`src/rtl/alu_arbiter.sv`:
```
// Two-requester front end for the shared core ALU, with round-robin grant.
// Define ALU_ARB_FIXED_PRIO_EN for fixed priority (req0 always wins).
module alu_arbiter #(
  parameter int XLEN    = 32,
  parameter int ALU_LAT = 1
) (
  input  logic            clk,
  input  logic            rst,
  input  logic            req0_valid,
  output logic            req0_ready,
  input  logic [XLEN-1:0] req0_a,
  input  logic [XLEN-1:0] req0_b,
  input  logic [2:0]      req0_op,
  output logic            resp0_valid,
  input  logic            resp0_ready,
  output logic [XLEN-1:0] resp0_rd,
  output logic            resp0_z,
  input  logic            req1_valid,
  output logic            req1_ready,
  input  logic [XLEN-1:0] req1_a,
  input  logic [XLEN-1:0] req1_b,
  input  logic [2:0]      req1_op,
  output logic            resp1_valid,
  input  logic            resp1_ready,
  output logic [XLEN-1:0] resp1_rd,
  output logic            resp1_z,
  output logic [XLEN-1:0] alu_rs1,
  output logic [XLEN-1:0] alu_rs2,
  output logic [2:0]      alu_ctrl,
  input  logic [XLEN-1:0] alu_rd,
  input  logic            alu_z,
  output logic            busy
);

  typedef enum logic [1:0] {IDLE, EXEC, RESP} state_t;

  localparam logic [2:0] LAT = 3'(ALU_LAT);

  state_t          state_q, state_d;
  logic [XLEN-1:0] a_q, a_d;
  logic [XLEN-1:0] b_q, b_d;
  logic [XLEN-1:0] rd_q, rd_d;
  logic [2:0]      op_q, op_d;
  logic [2:0]      cnt_q, cnt_d;
  logic            owner_q, owner_d;
  logic            last_q, last_d;
  logic            z_q, z_d;
  logic            grant0, grant1;
  logic            illegal;
  logic            resp_rdy;

  always_comb begin
`ifdef ALU_ARB_FIXED_PRIO_EN
    grant0 = req0_valid;
    grant1 = req1_valid & ~req0_valid;
`else
    grant0 = req0_valid & (~req1_valid | last_q);
    grant1 = req1_valid & (~req0_valid | ~last_q);
`endif
  end

  assign illegal  = (op_q == 3'b100) | (op_q == 3'b110) | (op_q == 3'b111);
  assign resp_rdy = owner_q ? resp1_ready : resp0_ready;

  always_comb begin
    state_d = state_q;
    a_d     = a_q;
    b_d     = b_q;
    op_d    = op_q;
    cnt_d   = cnt_q;
    owner_d = owner_q;
    last_d  = last_q;
    rd_d    = rd_q;
    z_d     = z_q;
    unique case (state_q)
      IDLE: begin
        if (grant0 | grant1) begin
          a_d     = grant1 ? req1_a : req0_a;
          b_d     = grant1 ? req1_b : req0_b;
          op_d    = grant1 ? req1_op : req0_op;
          owner_d = grant1;
          last_d  = grant1;
          cnt_d   = '0;
          state_d = EXEC;
        end
      end
      EXEC: begin
        cnt_d = cnt_q + 3'd1;
        if (cnt_q == LAT) begin
          // illegal ops are sequenced but report a forced zero result
          rd_d    = illegal ? '0 : alu_rd;
          z_d     = illegal ? 1'b1 : alu_z;
          state_d = RESP;
        end
      end
      RESP: begin
        if (resp_rdy) state_d = IDLE;
      end
      default: state_d = IDLE;
    endcase
  end

  always_ff @(posedge clk) begin
    if (rst) begin
      state_q <= IDLE;
      a_q     <= '0;
      b_q     <= '0;
      op_q    <= '0;
      cnt_q   <= '0;
      owner_q <= 1'b0;
      last_q  <= 1'b1;
      rd_q    <= '0;
      z_q     <= 1'b0;
    end else begin
      state_q <= state_d;
      a_q     <= a_d;
      b_q     <= b_d;
      op_q    <= op_d;
      cnt_q   <= cnt_d;
      owner_q <= owner_d;
      last_q  <= last_d;
      rd_q    <= rd_d;
      z_q     <= z_d;
    end
  end

  assign req0_ready  = (state_q == IDLE) & grant0;
  assign req1_ready  = (state_q == IDLE) & grant1;
  assign resp0_valid = (state_q == RESP) & ~owner_q;
  assign resp1_valid = (state_q == RESP) & owner_q;
  assign resp0_rd    = rd_q;
  assign resp0_z     = z_q;
  assign resp1_rd    = rd_q;
  assign resp1_z     = z_q;
  assign alu_rs1     = a_q;
  assign alu_rs2     = b_q;
  assign alu_ctrl    = op_q;
  assign busy        = (state_q != IDLE);

endmodule

```
`config.mk`:
```
export PLATFORM = sky130hd
export DESIGN_NAME = alu_arbiter
export DESIGN_NICKNAME = d
export VERILOG_FILES = /design/src/rtl/alu_arbiter.sv
export SDC_FILE = /design/constraint.sdc
export NUM_CORES = 1
export LEC_CHECK = 0
export ABC_CLOCK_PERIOD_IN_PS = 3500
export BUFFER_PORTS_ARGS = -buffer_cell sky130_fd_sc_hd__buf_4
export CORE_ASPECT_RATIO = 0.9
export CORE_MARGIN = 2
export CORE_UTILIZATION = 40
export CTS_BUF_LIST = sky130_fd_sc_hd__clkbuf_4 sky130_fd_sc_hd__clkbuf_8
export CTS_CLUSTER_DIAMETER = 30
export DETAILED_ROUTE_END_ITERATION = 12
export GPL_TIMING_DRIVEN = 0
export PLACE_DENSITY = 0.74
export REMOVE_ABC_BUFFERS = 1
export SLEW_MARGIN = 20
export SYNTH_ARGS = -nofsm -noshare
export SYNTH_HDL_FRONTEND = slang
export SYNTH_SLANG_ARGS = --single-unit
```
`constraint.sdc`:
```
create_clock -name clk -period 3.5 [get_ports clk]
set_input_delay 0.7 -clock clk [delete_from_list [all_inputs] [get_ports clk]]
set_output_delay 0.7 -clock clk [all_outputs]
set_load 0.1 [all_outputs]
```
==> reports/summary.txt, run 1 <==
Htree depth: 3
Die footprint: 14,300 um^2
Core area: 13,200 um^2
Largest net degree at the start of global routing: 108
Reg clk slew, reported paths: 0.10 ns
Vias in the first global route: 5,026
Crit end category: flip-flop
Critical path startpoint: rst
Asr flop ratio synth: 0%
RD Place Congestion: 0.783
Die X: 126 um
Clock skew: 0.00782 ns
Worst Max-Slew Pin Slew: 1.09 ns
Syn avg cell area: 8.80 um^2
CTS tree: yes
Max_slew headroom: 27.5%
Clock Sinks: 107
Overall Power: 3.83 mW
Met1 global-route usage: 28.4%
Clk root buf: clkbuf_8
Area Overhead vs Synth: 46.0%
Mapped Area: 5340 um^2
Initial Util: 40.4%
Hold slack: 0.507 ns
Arr. time, crit path: 2.74 ns
Post-synthesis sequential element count: 107
DRC: 0
Synth Warn #: 0
DP Worst Slack: 0.630 ns
I/O pins: 311
Starting DRT DRC Count: 271
Final Net Count: 1,021
Global Route Usage Sum: 23.7%
DRT Wirelength: 17.7 mm
Number of vias per cell: 5.19
Post-cts gate resize count: 0
Hold Crit Start: resp0_rd[31]$_SDFFE_PP0P_
Synth unique cells: 40
Post-synth EDFFs: 0
WS Path Type: primary input to flip-flop
Max clock buf depth: 2
Startpoint Class: primary input
Hold Vio Cnt, Final: 0
Setup TNS: 0 ns
Final setup fails: 0
Detailed Routing Iterations Pass 1: 6
Outcome: complete, no violations
Power per cell area: 491 nW/um^2
Port Buffer Count: 310
Grt ovf: 0
Crit Path Max Fanout: 107
Initial antenna violation count: 0
Primary FF master, synth: dfxtp_1
Sequential area share after synthesis: 40.1%
Post-CTS Setup Inserts: 0
Hold crit path type: flip-flop to flip-flop
Die Span Y: 114 um
Share of post-route cells with drive strength above 1: 46.9%
Detail Route Antenna Nets: 0
Achievable Freq: 0.398 GHz
Synth Instances: 607
Slew Viols, Final: 0
LEAKAGE: 3.57 nW
Avg WL per Cell: 17.3 um
RR Startpoint: state_q[1]$_SDFFE_PP0P_
Met3 GRT Util: 9.24%
Worst EP required: 3.73 ns
Cts hold-fix bufs: 0
Dpl hpwl: 12.6 mm
Max-Cap Viols: 0
# rows: 40
PnR worst setup slack: 0.989 ns
Total CTS buffers: 9
Skew-Pair Late Insertion Delay: 0.38 ns
RSZ-0062 raised after global routing: no
Met2 Track Usage GR: 39.9%
Final period utilization: 71.7%
VDD IR-drop max: 0.345 mV
Diode count: 0
Fin util: 59.0%
First-pass GRT wire length: 27.1 mm
Routed via count: 5,285
Fin crit period: 2.51 ns
Most used routing layer: met2
cell usage after synthesis (2+ instances only):
library cell	count	area, um^2
a21oi_1	69	345
a311oi_1	47	412
a311oi_2	20	300
buf_2	26	130
buf_4	46	345
buf_6	7	78.8
clkbuf_1	14	52.6
dfxtp_1	107	2140
ha_1	2	25.0
inv_1	36	135
nand2_1	166	623
nor2_1	5	18.8
nor2b_1	2	12.5
nor3_1	2	10.0
nor3b_1	2	15.0
o32ai_1	2	17.5
o32ai_2	30	488
or2_2	2	12.5
metal layers:
metal / vias to the layer above / share of wire [%]
met5: - / 0
li1: 2583 / -
met4: 0 / 1.5
met1: 2465 / 40
met2: 219 / 48
met3: 18 / 9.9
power breakdown:
part	leakage [nW]	total (mW)	internal, mW	switching, mW
clock network	0.107	0.773	0.353	0.420
logic	2.58	1.66	0.451	1.21
registers	0.881	1.39	1.32	0.0691
total	3.57	3.83	2.13	1.70
worst max-delay path, cell delays in order:
cell and delay, ns:
buf_6 0.71, inv_1 0.79, nand2_1 0.28, o32ai_2 0.11
worst paths after layout:
path / to / slack [ns] / cells after the start
min: resp0_rd[31]$_SDFFE_PP0P_ / 0.51 / 2
min reg2reg: resp0_rd[31]$_SDFFE_PP0P_ / 0.51 / 2
max reg2reg: alu_rs2[30]$_SDFFE_PP0P_ / 1.10 / 6
max: resp0_rd[27]$_SDFFE_PP0P_ / 0.99 / 4
sequential cells by signal, summed over array words and instances (netlist names):
signal and flops:
alu_ctrl 3, state_q 2, last_q 1, alu_rs1 32
resp0_z 1, cnt_q 3, alu_rs2 32, owner_q 1
resp0_rd 32
cell families (layout without fill, tap and decap cells):
kind of cell             after synthesis  in the layout  share of synthesized area [%]
buffers and inverters                131            375                           14.0
XOR/XNOR                               1              1                          0.164
AO/OA/AOI/OAI                        177            177                           30.7
multiplexers                           1              1                          0.187
flip-flops                           107            107                           40.1
adder cells (fa/ha/maj)                2              2                          0.469
AND/OR/NAND/NOR                      188            188                           14.3
through the flow:
| step | instances | instance area (um^2) |
|---|---|---|
| 2_1_floorplan | 513 | 4730 |
| 3_3_place_gp | 991 | 7270 |
| 5_1_grt | 1019 | 7790 |
| 3_5_place_dp | 1003 | 7590 |
| 4_1_cts | 1019 | 7790 |
| 6_report | 1019 | 7790 |
cell usage in the layout, fill, tap and decap left out, types with 3 or more instances in the layout:
master,instances
a21oi_1,69
a311oi_1,47
a311oi_2,20
buf_12,3
buf_16,8
buf_4,309
clkbuf_8,13
dfxtp_1,107
inv_1,36
nand2_1,166
nor2_1,5
o32ai_2,30
cell type report:
class	count	area (um^2)
clock inverter	1	5.00
fill	1230	5420
timing repair buffer	322	2630
inverter	37	139
multi-input combinational	369	2480
tap	168	210
clock buffer	15	194
sequential	107	2140
No activity file was read; power rests on OpenSTA's default activity.
==> run 2: changes to the inputs <==
- ABC_AREA: default -> 1
- ABC_CLOCK_PERIOD_IN_PS: 3500 -> 2020
- PLACE_DENSITY: 0.74 -> 0.76
- clock period: 3.5 -> 2.02 ns (I/O delays scaled with it)
==> reports/summary.txt, run 2 <==
Die footprint: 15,300 um^2 (+7.1%)
Synth Warn #: 0 (unchanged)
Primary FF master, synth: dfxtp_1
Final period utilization: 92.9%
DP Worst Slack: -0.364 ns (-0.994 ns)
Skew-Pair Late Insertion Delay: 0.39 ns (about the same)
LEAKAGE: 4.56 nW (+28%)
Achievable Freq: 0.533 GHz
Synth unique cells: 17 (-57%)
Arr. time, crit path: 1.47 ns (-1.27 ns)
Max_slew headroom: 48.4% (+21 points)
Count leader, synth: nand2_1
Synth top area cells: dfxtp_1 (37%), nand2_1 (23%), nor2_1 (11%)
Startpoint Class: flip-flop
Cell taking the most area after synthesis: dfxtp_1
Global Route Usage Sum: 22.1% (-1.5 points)
Reg clk slew, reported paths: 0.10 ns (about the same)
First-pass GRT wire length: 26.8 mm (-0.89%)
Die Span Y: 118 um (+3.5%)
Dpl hpwl: 12.0 mm (-4.7%)
Clk root buf: clkbuf_8
Clock Sinks: 107 (unchanged)
Max clock buf depth: 2 (unchanged)
Yosys top cell area share: 37.4% (-2.8 points)
Sequential area share after synthesis: 37.4% (-2.8 points)
Starting DRT DRC Count: 209 (-23%)
R2R setup slack: 0.32 ns (-0.78 ns)
Diode count: 0 (unchanged)
Asr flop ratio synth: 0% (unchanged)
Initial Util: 40.9% (+0.52 points)
Post-CTS Setup Inserts: 0 (unchanged)
RD Place Congestion: 0.779 (-0.47%)
Max-Cap Viols: 0 (unchanged)
Cells after DPL: 1,368 (+36%)
Worst Max-Slew Pin Slew: 0.773 ns (-0.315 ns)
Synth Instances: 952 (+57%)
Largest net degree at the start of global routing: 86 (-20%)
Worst-path cell with the longest stage delay: dfxtp_4
Max incr delay on CP: 0.41 ns (-0.38 ns)
Final Net Count: 1,363 (+33%)
Cts hold-fix bufs: 0 (unchanged)
Area Overhead vs Synth: 41.3%
Vias in the first global route: 5,473 (+8.9%)
Avg WL per Cell: 12.7 um (-27%)
Power per cell area: 949 nW/um^2 (+93%)
Core area: 14,000 um^2 (+6.0%)
Finished Cell Area: 8100 um^2 (+3.9%)
WS Path Type: flip-flop to output pin
Worst EP required: 1.62 ns (-2.11 ns)
Total CTS buffers: 9 (unchanged)
Port Buffer Count: 310 (unchanged)
DRC: 0 (unchanged)
Outcome: complete, no violations
Critical Path, Cell by Cell: nand2_8 -> nand3_1 -> inv_1 -> buf_6
Final setup fails: 0 (unchanged)
DRT Wirelength: 17.6 mm (-0.24%)
Number of vias per cell: 4.46 (-14%)
Commonest non-fill, non-tap cell in the layout: nand2_1
Placement Cell Area: 7840 um^2 (+3.2%)
Routed via count: 6,186 (+17%)
PnR worst setup slack: 0.144 ns (-0.845 ns)
Crit Path Max Fanout: 18 (-83%)
Detail Route Antenna Nets: 0 (unchanged)
Slew Viols, Final: 0 (unchanged)
RSZ-0062 raised after global routing: no
Mapped Area: 5730 um^2 (+7.4%)
CTS tree: yes
Clock skew: 0.0130 ns (+0.00516 ns)
Initial antenna violation count: 0 (unchanged)
Setup TNS: 0 ns (unchanged)
Die X: 130 um (+3.5%)
Fin crit period: 1.88 ns
Detailed Routing Iterations Pass 1: 4 (-2)
Post-synthesis sequential element count: 107 (unchanged)
Hold Vio Cnt, Final: 0 (unchanged)
Htree depth: 3 (unchanged)
VDD IR-drop max: 0.588 mV (+71%)
# rows: 41 (+2.5%)
Most common library cells after synthesis: nand2_1 (348), nor2_1 (174), inv_1 (111), dfxtp_1 (107), nand3_1 (72)
Post-synth EDFFs: 0 (unchanged)
Crit end category: output pin
Fin cells: 1,386 (+36%)
I/O pins: 311 (unchanged)
Grt ovf: 0 (unchanged)
Share of post-route cells with drive strength above 1: 28.8% (-18 points)
Overall Power: 7.68 mW (+100%)
Syn avg cell area: 6.02 um^2 (-32%)
Hold crit path type: primary input to flip-flop
Most frequent cells in the layout: nand2_1 (346), buf_4 (307), nor2_1 (173)
-- run 2: cell types whose count changed after synthesis, moves of 31 or more --
| cell | delta |
|---|---|
| nand2_1 | +182 |
| nor2_1 | +169 |
| inv_1 | +75 |
| nand3_1 | +72 |
| a311oi_1 | -47 |
| a21oi_1 | -31 |
-- run 2: timing repair --
action | 4_1_cts | 5_1_grt
resized for setup | 6 | 2
endpoints found under the setup margin | 69 | 2
cloned | 1 | 1
pin swaps | 1 | 1
-- run 2: layer usage --
| layer | routed length (um) | up-vias | global-route usage, % |
|---|---|---|---|
| met1 | 6800 | 2691 | 24.1 |
| met4 | 237 | 0 | 5.98 |
| met2 | 8650 | 223 | 38.7 |
| li1 | - | 3257 | - |
| met3 | 1940 | 15 | 9.68 |
| met5 | 0 | - | 0 |
-- run 2: logic make-up after synthesis --
family | after synthesis | synth area share (%)
buffers and inverters | 204 | 17.7
AO/OA/AOI/OAI | 41 | 3.58
AND/OR/NAND/NOR | 598 | 40.9
flip-flops | 107 | 37.4
adder cells (fa/ha/maj) | 2 | 0.437
-- run 2: critical path: cells and delay by family (launching register included) --
kind,cells,cell delay [ns]
buffers and inverters,2,0.34
DFF,1,0.41
and+or+nand+nor,2,0.33
-- run 2: power breakdown --
part           internal (mW)  switching (mW)
clock                  0.620           0.784
sequential              2.34           0.146
combinational          0.901            2.89
-- run 2: cell type report --
cell class / count / area, um^2
Fill cell: 1409 / 5900
Clock inverter: 6 / 73.8
Inverter: 113 / 427
Sequential cell: 107 / 2150
Tap cell: 193 / 241
Timing Repair Buffer: 314 / 2420
Multi-Input combinational cell: 643 / 2650
Clock buffer: 10 / 138
-- run 2: stage by stage --
step / utilization [%] / hold WS (ns)
final: 57.8 / 0.228
after global routing: 57.8 / 0.210
after CTS: 57.7 / 0.198
after detailed placement: 55.9 / 0.494
after global placement: 55.1 / 0.465
after floorplan: - / 0.449
-- run 2: worst paths after layout --
path,to,start,cells past startpoint
min,state_q[0]$_SDFFE_PP0P_,rst,2
min reg2reg,cnt_q[0]$_SDFFE_PP0P_,cnt_q[0]$_SDFFE_PP0P_,1
max,req1_ready,last_q$_SDFFE_PP1P_,4
max reg2reg,alu_rs1[8]$_SDFFE_PP0P_,last_q$_SDFFE_PP1P_,6
